### src/rtl/dmem_port_arbiter.sv
// Data-memory port A arbiter: CPU load/store path vs DMA/loader engine.
// Fixed CPU priority with a bounded DMA starvation window; read returns
// are routed back to the issuing requester through an RD_LAT-deep tag pipe.
//
// Ports:
//   clk, rst_n                         clock, async active-low reset
//   cpu_req/we/be/addr/wdata           CPU request (held until granted)
//   cpu_stall, cpu_rvalid, cpu_rdata   CPU stall and read return
//   dma_req/we/be/addr/wdata           DMA request (held until granted)
//   dma_gnt, dma_rvalid, dma_rdata     DMA accept and read return
//   mem_en/we/addr/wdata, mem_rdata    shared BRAM port A
module dmem_port_arbiter #(
    parameter int AW         = 32,
    parameter int DW         = 32,
    parameter int RD_LAT     = 1,
    parameter int STARVE_LIM = 4
) (
    input  logic          clk,
    input  logic          rst_n,
    input  logic          cpu_req,
    input  logic          cpu_we,
    input  logic [3:0]    cpu_be,
    input  logic [AW-1:0] cpu_addr,
    input  logic [DW-1:0] cpu_wdata,
    output logic          cpu_stall,
    output logic          cpu_rvalid,
    output logic [DW-1:0] cpu_rdata,
    input  logic          dma_req,
    input  logic          dma_we,
    input  logic [3:0]    dma_be,
    input  logic [AW-1:0] dma_addr,
    input  logic [DW-1:0] dma_wdata,
    output logic          dma_gnt,
    output logic          dma_rvalid,
    output logic [DW-1:0] dma_rdata,
    output logic          mem_en,
    output logic [3:0]    mem_we,
    output logic [AW-1:0] mem_addr,
    output logic [DW-1:0] mem_wdata,
    input  logic [DW-1:0] mem_rdata
);

    localparam logic [7:0] LIM = 8'(STARVE_LIM);

    logic              cpu_gnt;
    logic [7:0]        starve_cnt_q, starve_cnt_d;
    logic [RD_LAT-1:0] tag_v_q, tag_v_d;
    logic [RD_LAT-1:0] tag_own_q, tag_own_d;

    // Grant and memory port mux.
    always_comb begin
        cpu_gnt   = cpu_req & ~(dma_req & (starve_cnt_q == LIM));
        dma_gnt   = dma_req & ~cpu_gnt;
        cpu_stall = cpu_req & ~cpu_gnt;
        mem_en    = cpu_gnt | dma_gnt;
        mem_we    = 4'b0;
        mem_addr  = '0;
        mem_wdata = '0;
        unique case (1'b1)
            cpu_gnt: begin
                mem_we    = cpu_be & {4{cpu_we}};
                mem_addr  = cpu_addr;
                mem_wdata = cpu_wdata;
            end
            dma_gnt: begin
                mem_we    = dma_be & {4{dma_we}};
                mem_addr  = dma_addr;
                mem_wdata = dma_wdata;
            end
            default: ;
        endcase
    end

    // Counts consecutive CPU wins while DMA is waiting; saturates at LIM.
    always_comb begin
        starve_cnt_d = starve_cnt_q;
        if (dma_gnt || !dma_req) begin
            starve_cnt_d = 8'd0;
        end else if (cpu_gnt && starve_cnt_q != LIM) begin
            starve_cnt_d = starve_cnt_q + 8'd1;
        end
    end

    // Tag pipe mirrors BRAM read latency; owner 1 = DMA.
    always_comb begin
        tag_v_d   = '0;
        tag_own_d = '0;
        for (int i = RD_LAT - 1; i > 0; i--) begin
            tag_v_d[i]   = tag_v_q[i-1];
            tag_own_d[i] = tag_own_q[i-1];
        end
        tag_v_d[0]   = (cpu_gnt & ~cpu_we) | (dma_gnt & ~dma_we);
        tag_own_d[0] = dma_gnt;
    end

    always_ff @(posedge clk or negedge rst_n) begin
        if (!rst_n) begin
            starve_cnt_q <= 8'd0;
            tag_v_q      <= '0;
            tag_own_q    <= '0;
        end else begin
            starve_cnt_q <= starve_cnt_d;
            tag_v_q      <= tag_v_d;
            tag_own_q    <= tag_own_d;
        end
    end

    assign cpu_rvalid = tag_v_q[RD_LAT-1] & ~tag_own_q[RD_LAT-1];
    assign dma_rvalid = tag_v_q[RD_LAT-1] & tag_own_q[RD_LAT-1];
    assign cpu_rdata  = mem_rdata;
    assign dma_rdata  = mem_rdata;

endmodule
### config.mk
export PLATFORM = sky130hd
export DESIGN_NAME = dmem_port_arbiter
export DESIGN_NICKNAME = d
export VERILOG_FILES = /design/src/rtl/dmem_port_arbiter.sv
export SDC_FILE = /design/constraint.sdc
export NUM_CORES = 1
export LEC_CHECK = 0
export CORE_AREA = 4 4 120 122
export CTS_CLUSTER_SIZE = 12
export DETAILED_ROUTE_END_ITERATION = 10
export DIE_AREA = 0 0 124 126
export PLACE_DENSITY = 0.62
export SYNTH_ARGS = -nofsm -noshare
export SYNTH_HDL_FRONTEND = slang
export SYNTH_SLANG_ARGS = --single-unit
### constraint.sdc
create_clock -name clk -period 3.4 [get_ports clk]
set_input_delay 1.02 -clock clk [delete_from_list [all_inputs] [get_ports clk]]
set_output_delay 1.02 -clock clk [all_outputs]
set_load 0.05 [all_outputs]
==> impl_metrics.csv <==
group,metric,value,unit
status,outcome,"complete, no violations",
yosys,synth.top_cell.area_share,0.290,
clocking,cts-root-buf,"clkbuf_16",
yosys,syn_nets,510,
yosys,yosys_warnings,0,
timing,fin_skew,0.00278,ns
setup_path,critPathKind,"reg -> out",
power,power_density,226,nW/um^2
die,io_pins,311,
clocking,numCtsBuffers,3,
yosys,ys_seq_elements,10,
clocking,clock_path_buffers,2,
global_routing,grt_pass1_wl,16300,um
power,finalPower,1.39,mW
placement,gp_congestion,0.764,
die,start_util,0.181,
die,dieArea,15600,um^2
global_routing,antenna_found_initial,0,
timing,slew_violations,0,
placement,dp_worst_setup_slack,-0.0729,ns
layout,fillers,1186,
timing,hold_viol,0,
clocking,clk_latency,0.24,ns
yosys,synth_area_leader_cell,"mux2i_1",
placement,place_area,5970,um^2
timing,tns,0,ns
global_routing,grt-ovfl-total,0,
layout,layout_common_cells,"141 x clkdlybuf4s50_1, 83 x buf_12, 71 x nand2_1, 68 x inv_1, 68 x mux2i_4",
timing,min_period,3.36,ns
drt,vias,2707,
drt,drc,0,
yosys,synthTopCellsByArea,"mux2i_1 29%, buf_4 20%, nand2_1 11%",
yosys,syn-cell-area,2380,um^2
clocking,htree_levels,1,
drt,drt-total-wl,10900,um
timing,setup_violations,0,
global_routing,grt_max_degree,48,
placement,port_buffers,214,
drt,final_antenna_net_count,0,
drt,first_pass_iters,4,
drt,wire_per_inst,16.0,um
drt,via_per_inst,4.00,
placement,hpwl,9420,um
layout,layout.nets,679,
yosys,seq_area_frac_synth,0.105,
yosys,synth_flop_cell,"dfrtp_1",
hold_path,hold_path.class,"reg -> reg",
setup_path,crit_path_max_fanout,7,
yosys,synth-edff-count,0,
setup_path,arrival,2.34,ns
layout,fin_util,0.466,
clocking,cts_tree,"done",
yosys,syn_inst,334,
power,p_leak,2.55,nW
layout,finalNonFillerCells,677,
die,die_w,124,um
layout,antenna_cells,0,
yosys,synthArstFlopShare,1.00,
die,design.core.area,13200,um^2
yosys,synth.distinct_cells,28,
die,rows,42,
placement,post-place-cells,667,
timing,holdWs,0.541,ns
timing,max_slew_margin,0.571,
timing,setup_ws,0.0383,ns
timing,rsz0062_at_grt,"true",
yosys,syn_area_per_cell,7.13,um^2
setup_path,critPathRequiredTime,2.38,ns
clocking,path_clk_slew,0.04,ns
timing,fmax,0.297,GHz
die,die_h,126,um
setup_path,critPathCaptureType,"primary output",
layout,area_growth,158,%
run,max_cap_viol_count,0,
setup_path,cp-start-kind,"register",
drt,drt_iter0_drc,76,
layout,drive_gt1_frac,0.357,
clocking,numClockSinks,10,
global_routing,grt_pass1_vias,3016,
power,vdd_drop_max,206,uV
layout,finalInstanceArea,6150,um^2
global_routing,track_usage,0.132,
timing,timing.final.crit_share,0.989,
layout,final_common_cell,"clkdlybuf4s50_1",
timing,tightestPinTransition,0.641,ns
-- metal layers --
metal,share of wire,GRT usage,vias up
met5,0,0,-
met4,0.038,0.0470,0
met3,0.11,0.0354,52
met2,0.53,0.260,141
met1,0.32,0.127,1220
li1,-,-,1294
-- sequential cells by signal, summed over array words and instances (netlist names) --
register	flops
starve_cnt_q	8
tag_own_q	1
tag_v_q	1
-- Yosys cell counts (2+ instances only) --
cell      number
buf_4         64
xor2_1         2
nand2_1       71
buf_12         7
o21ai_0        2
and2_1         2
dfrtp_1       10
a21oi_1        3
inv_1         68
ha_1           2
nand3_1        7
nor2_1         5
mux2i_1       69
clkbuf_1       8
-- timing repair --
| action | 4_1_cts | 5_1_grt |
|---|---|---|
| hold buffers | 0 | 0 |
| buffers inserted | 5 | 1 |
| setup endpoints to repair | 34 | 67 |
| cloned | 2 | 0 |
| gates resized for setup | 4 | 3 |
| pin swaps | 1 | 1 |
-- cell type report --
cell class / instances / area (um^2) / share of cell area
clock buffers: 3 / 75.1 / 0.0122
inverters: 68 / 255 / 0.0415
multi-input cells: 176 / 2070 / 0.337
flip-flops and latches: 10 / 250 / 0.0407
well taps: 176 / 220 / 0.0358
repair buffers: 244 / 3270 / 0.532
-- critical path, cell delays in order (launching register included) --
cell     delay [ns]
dfrtp_1        0.37
inv_1          0.06
ha_1           0.13
or4b_4         0.48
o21ai_4        0.26
buf_12         0.19
buf_12         0.17
mux2i_4        0.28
buf_12         0.16
-- path summary, 6_finish.rpt --
check | slack, ns | end | cells after the start | startpoint
setup reg to reg | 1.41 | starve_cnt_q[4] | 6 | starve_cnt_q[0]
setup / recovery | 0.04 | mem_wdata[8] | 8 | starve_cnt_q[0]
hold reg to reg | 0.54 | starve_cnt_q[0] | 2 | starve_cnt_q[0]
min in group asynchronous | 1.11 | starve_cnt_q[7] | 1 | rst_n
max in group asynchronous | 1.98 | starve_cnt_q[4] | 1 | rst_n
hold / removal | 0.54 | starve_cnt_q[0] | 2 | starve_cnt_q[0]
-- logic make-up after synthesis --
| logic type | after synthesis | share of synthesized area |
|---|---|---|
| adders and majority gates | 2 | 0.0105 |
| AOI/OAI and AO/OA | 8 | 0.0205 |
| buffers and inverters | 148 | 0.387 |
| muxes | 69 | 0.290 |
| xor gates and xnor gates | 3 | 0.0110 |
| DFF | 10 | 0.105 |
| and+or+nand+nor | 94 | 0.176 |
-- report_power, final --
| part | internal, mW | switching, mW | leakage (nW) |
|---|---|---|---|
| Sequential | 0.122 | 0.00134 | 0.136 |
| Combinational | 0.571 | 0.488 | 2.38 |
| Clock | 0.152 | 0.0541 | 0.0370 |
(Power assumes the default switching activity.)
